**src/rtl/scoreboard_display_capture.sv**
```systemverilog
// scoreboard_display_capture: samples the muxed 7-segment bus, decodes stable digits and rebuilds both BCD scores.
// Optional saturating decode-error counter built when SCOREBOARD_CAPTURE_ERRCNT_EN is defined.
module scoreboard_display_capture #(
    parameter int STABLE_CYCLES = 4,
    parameter int CNT_W = 8
) (
    input  logic       clk_i,
    input  logic       rst_i,
    input  logic [6:0] segments_i,
    input  logic [3:0] segment_select_i,
    output logic [7:0] p1_score_o,
    output logic [7:0] p2_score_o,
    output logic       frame_valid_o,
    output logic       decode_err_o,
    output logic [7:0] err_count_o
);
    typedef enum logic [1:0] {IDLE, COLLECT, COMMIT} state_t;
    localparam logic [CNT_W-1:0] LAST = CNT_W'(STABLE_CYCLES - 1);
    state_t state, state_n;
    logic [10:0] s_q;
    logic [CNT_W-1:0] count;
    logic captured;
    logic [3:0] seen;
    logic [3:0] digit [4];
    logic [3:0] dec;
    logic legal, changed, capture, commit;
    assign changed = {segment_select_i, segments_i} != s_q;
    // Only a pattern that has held unchanged through the whole window is captured.
    assign capture = !changed && count == LAST && !captured && $onehot(segment_select_i);
    assign commit = state == COLLECT && seen == 4'hF;
    assign frame_valid_o = state == COMMIT;
    always_comb begin
        dec = 4'd0;
        legal = 1'b1;
        case (segments_i)
            7'h3F, 7'h00: dec = 4'd0;
            7'h06: dec = 4'd1;
            7'h5B: dec = 4'd2;
            7'h4F: dec = 4'd3;
            7'h66: dec = 4'd4;
            7'h6D: dec = 4'd5;
            7'h7D: dec = 4'd6;
            7'h07: dec = 4'd7;
            7'h7F: dec = 4'd8;
            7'h6F: dec = 4'd9;
            default: legal = 1'b0;
        endcase
    end
    always_comb
        state_n = state == COMMIT ? IDLE :
                  state == IDLE ? (capture && legal ? COLLECT : IDLE) :
                  commit ? COMMIT : (capture && !legal ? IDLE : COLLECT);
    always_ff @(posedge clk_i or posedge rst_i) begin
        if (rst_i) begin
            state <= IDLE;
            s_q <= '0;
            count <= '0;
            captured <= 1'b0;
            seen <= 4'h0;
            p1_score_o <= 8'h00;
            p2_score_o <= 8'h00;
            decode_err_o <= 1'b0;
            for (int i = 0; i < 4; i++) digit[i] <= 4'd0;
        end else begin
            state <= state_n;
            s_q <= {segment_select_i, segments_i};
            if (changed) begin
                count <= '0;
                captured <= 1'b0;
            end else begin
                if (count != LAST) count <= count + 1'b1;
                if (capture) captured <= 1'b1;
            end
            decode_err_o <= capture && !legal;
            if (commit) begin
                p1_score_o <= {digit[1], digit[0]};
                p2_score_o <= {digit[3], digit[2]};
                seen <= 4'h0;
            end else if (capture) begin
                seen <= legal ? seen | segment_select_i : 4'h0;
            end
            for (int i = 0; i < 4; i++)
                if (capture && legal && segment_select_i[i]) digit[i] <= dec;
        end
    end
`ifdef SCOREBOARD_CAPTURE_ERRCNT_EN
    logic [7:0] err_q;
    always_ff @(posedge clk_i or posedge rst_i) begin
        if (rst_i) err_q <= 8'h00;
        else if (decode_err_o && err_q != 8'hFF) err_q <= err_q + 8'h01;
    end
    assign err_count_o = err_q;
`else
    assign err_count_o = 8'h00;
`endif
endmodule

```
**config.mk**
```make
export PLATFORM = sky130hd
export DESIGN_NAME = scoreboard_display_capture
export DESIGN_NICKNAME = d
export VERILOG_FILES = /design/src/rtl/scoreboard_display_capture.sv
export SDC_FILE = /design/constraint.sdc
export NUM_CORES = 1
export LEC_CHECK = 0
export CAP_MARGIN = 10
export CORE_ASPECT_RATIO = 1.25
export CORE_MARGIN = 5
export CORE_UTILIZATION = 30
export CTS_CLUSTER_DIAMETER = 150
export CTS_CLUSTER_SIZE = 12
export DETAILED_ROUTE_END_ITERATION = 10
export GPL_TIMING_DRIVEN = 0
export PLACE_DENSITY = 0.51
export SYNTH_ARGS = -nofsm -noshare
export SYNTH_HDL_FRONTEND = slang
export SYNTH_SLANG_ARGS = --single-unit
```
**constraint.sdc**
```tcl
create_clock -name clk_i -period 2.85 [get_ports clk_i]
set_input_delay 0.855 -clock clk_i [delete_from_list [all_inputs] [get_ports clk_i]]
set_output_delay 0.855 -clock clk_i [all_outputs]
set_load 0.05 [all_outputs]
```
==> results.md <==
| Quantity | Value |
|---|---|
| Headroom to the max-slew limit | 48.5% |
| CTS tree | done |
| Post-synth design cell area | 2760 um2 |
| Cell leakage power | 1.67 nW |
| DRC violation count after routing | 0 |
| Post-synthesis sequential element count | 59 |
| Remaining number of nets flagged by the antenna check after routing | 0 |
| Run status | finished with violations |
| PwrDens | 528 nW/um2 |
| Final setup margin | -0.414 ns |
| Average size of a mapped cell | 12.6 um2 |
| RSZ-0062 raised after global routing | true |
| Port Buffers | 30 |
| Master of the slowest instance on the critical path | sky130_fd_sc_hd__fa_1 |
| Standard cell core area | 9080 um2 |
| Worst path required time | 3.05 ns |
| Remaining global-route overflow | 0 |
| Total GRT Usage | 11.6% |
| Count of standard-cell rows | 39 |
| Sinks on Clock Net | 59 |
| Met2 GRT Util | 18.7% |
| Violations in the final reports | negative setup slack |
| NumNets Final | 298 |
| Slew @ Worst Pin | 0.768 ns |
| Weighted congestion reported at the end of routability-driven placement | 0.728 |
| Die X | 95.7 um |
| Via count | 1816 |
| Count of cell types in the netlist | 40 |
| Drt total wl | 5830 um |
| Skew final | 0.00409 ns |
| Fraction of the mapped netlist area in simple logic gates | 11.8% |
| Via count of the first global-routing pass | 1883 |
| Final critical delay including setup and external delays | 3.26 ns |
| Category of the worst setup path capture point | flop |
| FMAX | 306 MHz |
| Maximum number of buffers from clock root to sink | 2 |
| GR Util met1 | 14.3% |
| Starting density of the core | 30.4% |
| Length of the first detailed-routing pass in iterations | 4 |
| Warning count from the yosys run | 0 |
| Post-synthesis mux area share | 13.1% |
| Number of enable-type register cells in the synthesized netlist | 0 |
| Proportion of layout cells with a drive suffix above 1 | 32.2% |
| Max H-tree Level | 3 |
| # Max-Cap Violations | 0 |
| Layout Area Growth over Synthesis | 36.8% |
| Main combinational cell family by area after synthesis | multiplexers |
| Number of diodes added for antenna fixing | 0 |
| Worst path buffer plus inverter count | 4 |
| Final number of setup-violating endpoints | 22 |
| Top cell family by delay on the critical path | adder cells |
| Routing usage on met3 | 3.64% |
| Proportion of register bits with asynchronous set or reset after synthesis | 100% |
| Kind of start point of the critical path | input pin |
| Final cell count without fillers | 409 |
| Clock latency at the later pin of the worst-skew pair | 0.32 ns |
| CP peak stage delay | 0.52 ns |
| VDD IR-drop max | 0.000384 V |
| XOR/XNOR Fraction of Synth Area | 6.58% |
| Number of antenna violations at the first check in global routing | 0 |
| Clk pin slew, worst setup/hold paths | 0.05 ns |
| Cell-by-cell trace of the critical path | buf_8 -> inv_6 -> fa_1 -> inv_1 -> ha_2 -> ha_4 -> nor4b_4 -> nand3_2 -> or4_4 -> a211oi_4 -> buf_6 -> mux2_4 |
| Global-route wire length before repair | 9740 um |
| HPWL after detailed placement | 4000 um |
| Busiest grt layer | met2 |
| Final Max Slew Viols | 0 |
| Die Span Y | 117 um |
| Final hold violation count | 0 |
| Most frequently used flop master after synthesis | sky130_fd_sc_hd__dfrtp_1 |
| Tcrit/Tclk final | 115% |
| Hold Buf Count CTS | 0 |
| Total placed cells including tap cells | 380 |
| Final hold slack | 0.489 ns |
| Data arrival, critical path | 3.47 ns |
| HP Class | flop to flop |
| Kind of critical path | input pin to flop |
| DR iter-0 viols | 56 |
| Post-synthesis compound-gate area fraction | 7.08% |
| I/O pin cnt | 39 |
| Synthesized instance count | 219 |
| Adder-Cell Fraction of Synth Area | 2.09% |
| Root Driver | sky130_fd_sc_hd__clkbuf_16 |
| WL/cell | 14.3 um |
| Routed vias/inst | 4.44 |
| Area of the die | 11200 um2 |
| Register area share after synthesis | 53.6% |
| CTS buffer count | 9 |
| Largest net degree at the start of global routing | 34 |
| Critical-path maximum fanout | 4 |
-- synth_stat cells, types with 2 or more instances --
library cell / count / share of area (%)
sky130_fd_sc_hd__nand3b_1: 2 / 0.54
sky130_fd_sc_hd__clkbuf_1: 3 / 0.41
sky130_fd_sc_hd__o21ai_0: 3 / 0.54
sky130_fd_sc_hd__nand2_1: 6 / 0.82
sky130_fd_sc_hd__a211oi_4: 4 / 2.9
sky130_fd_sc_hd__mux2_2: 16 / 6.5
sky130_fd_sc_hd__nand2b_1: 3 / 0.68
sky130_fd_sc_hd__ha_1: 3 / 1.4
sky130_fd_sc_hd__nand4_1: 3 / 0.68
sky130_fd_sc_hd__xnor2_1: 11 / 3.5
sky130_fd_sc_hd__nor2_1: 10 / 1.4
sky130_fd_sc_hd__nor3_1: 9 / 1.6
sky130_fd_sc_hd__nor4_1: 2 / 0.45
sky130_fd_sc_hd__and3_1: 3 / 0.68
sky130_fd_sc_hd__nand3_1: 8 / 1.5
sky130_fd_sc_hd__dfrtp_1: 59 / 54
sky130_fd_sc_hd__mux2_1: 16 / 6.5
sky130_fd_sc_hd__a21oi_1: 10 / 1.8
sky130_fd_sc_hd__buf_2: 2 / 0.36
sky130_fd_sc_hd__xor2_1: 6 / 1.9
sky130_fd_sc_hd__inv_1: 11 / 1.5
sky130_fd_sc_hd__buf_6: 3 / 1.2
sky130_fd_sc_hd__buf_4: 8 / 2.2
sky130_fd_sc_hd__xnor2_2: 2 / 1.2
-- power by group --
group	internal (W)	switching, W
registers	0.000848	0.00000373
clock network	0.000632	0.000342
logic	0.0000691	0.0000968
total	0.00155	0.000443
-- routing by layer --
metal | wire length (um) | share of wire [%]
met2 | 2870 | 49
met3 | 237 | 4.1
met1 | 2600 | 45
met4 | 118 | 2.0
met5 | 0 | 0
-- state kept, by name, indices dropped and copies added, names as in the netlist --
| name | cells |
|---|---|
| captured | 1 |
| count | 8 |
| decode_err_o | 1 |
| digit | 16 |
| p1_score_o | 8 |
| p2_score_o | 8 |
| s_q | 11 |
| seen | 4 |
| state | 2 |
-- final cells by class --
cell class | count | area, um2
multi-input cells | 140 | 1250
plain buffers | 16 | 121
inverters | 11 | 52.6
clock buffers | 14 | 264
repair buffers | 44 | 443
well taps | 123 | 154
fillers | 879 | 5310
clock inverters | 2 | 10.0
flip-flops and latches | 59 | 1480
-- worst reg2reg max path, stage by stage (launching register included) --
cell	delay [ns]
sky130_fd_sc_hd__dfrtp_1	0.38
sky130_fd_sc_hd__ha_1	0.26
sky130_fd_sc_hd__nor4b_4	0.31
sky130_fd_sc_hd__nand3_2	0.12
sky130_fd_sc_hd__or4_4	0.51
sky130_fd_sc_hd__a211oi_4	0.24
sky130_fd_sc_hd__buf_6	0.15
sky130_fd_sc_hd__mux2_4	0.30
-- path summary, 6_finish.rpt --
check                                    start            end  slack, ns  cells past startpoint
max reg2reg                           count[0]       digit[5]       0.47                      7
min reg2reg                           digit[3]       digit[3]       0.49                      1
min in group asynchronous                rst_i       state[1]       0.99                      2
max in group asynchronous                rst_i  p1_score_o[6]       1.26                      3
min                                   digit[3]       digit[3]       0.49                      1
max                        segment_select_i[3]       digit[5]      -0.41                     12
-- cells in the final DEF, fill, tap and decap left out, types with 3 or more instances in the layout --
cell type                          n
sky130_fd_sc_hd__buf_4            17
sky130_fd_sc_hd__mux2_2           16
sky130_fd_sc_hd__nand4_1           3
sky130_fd_sc_hd__xor2_1            6
sky130_fd_sc_hd__and3_1            3
sky130_fd_sc_hd__clkbuf_1          6
sky130_fd_sc_hd__nand2_1           6
sky130_fd_sc_hd__buf_6             9
sky130_fd_sc_hd__nand2b_1          3
sky130_fd_sc_hd__mux2_1            3
sky130_fd_sc_hd__nor2_1           10
sky130_fd_sc_hd__mux2_4           13
sky130_fd_sc_hd__a21oi_1          10
sky130_fd_sc_hd__clkbuf_16         9
sky130_fd_sc_hd__dfrtp_1          59
sky130_fd_sc_hd__nand3_1           7
sky130_fd_sc_hd__conb_1            8
sky130_fd_sc_hd__inv_1             7
sky130_fd_sc_hd__o21ai_0           3
sky130_fd_sc_hd__xnor2_1          11
sky130_fd_sc_hd__clkdlybuf4s50_1  26
sky130_fd_sc_hd__a211oi_4          4
sky130_fd_sc_hd__nor3_1            9
-- cells by family after synthesis --
| kind of cell | after synthesis |
|---|---|
| xor+xnor | 19 |
| flops | 59 |
| simple gates | 55 |
| compound gates | 22 |
| fa+ha+maj | 4 |
| mux | 32 |
| other cells | 1 |
| buf+inv | 27 |
-- what timing repair did --
item | CTS | global route
gates cloned | 0 | 0
setup endpoints to repair | 23 | 22
resized for setup | 36 | 9
pin swaps | 5 | 5
buffers inserted | 6 | 7
-- through the flow --
step	utilization [%]	power, W	setup WS, ns	TNS, ns	area [um2]
2_1_floorplan	-	0.000968	-0.629	-12.42	2820
3_3_place_gp	36.1	0.00101	-1.67	-74.84	3280
3_5_place_dp	36.3	0.00102	-1.62	-34.69	3300
4_1_cts	40.5	0.00201	-0.555	-9.94	3670
5_1_grt	41.5	0.00207	-0.530	-9.65	3770
6_report	41.5	0.00199	-0.414	-7.27	3770
Power figures use the tool's default switching activity.
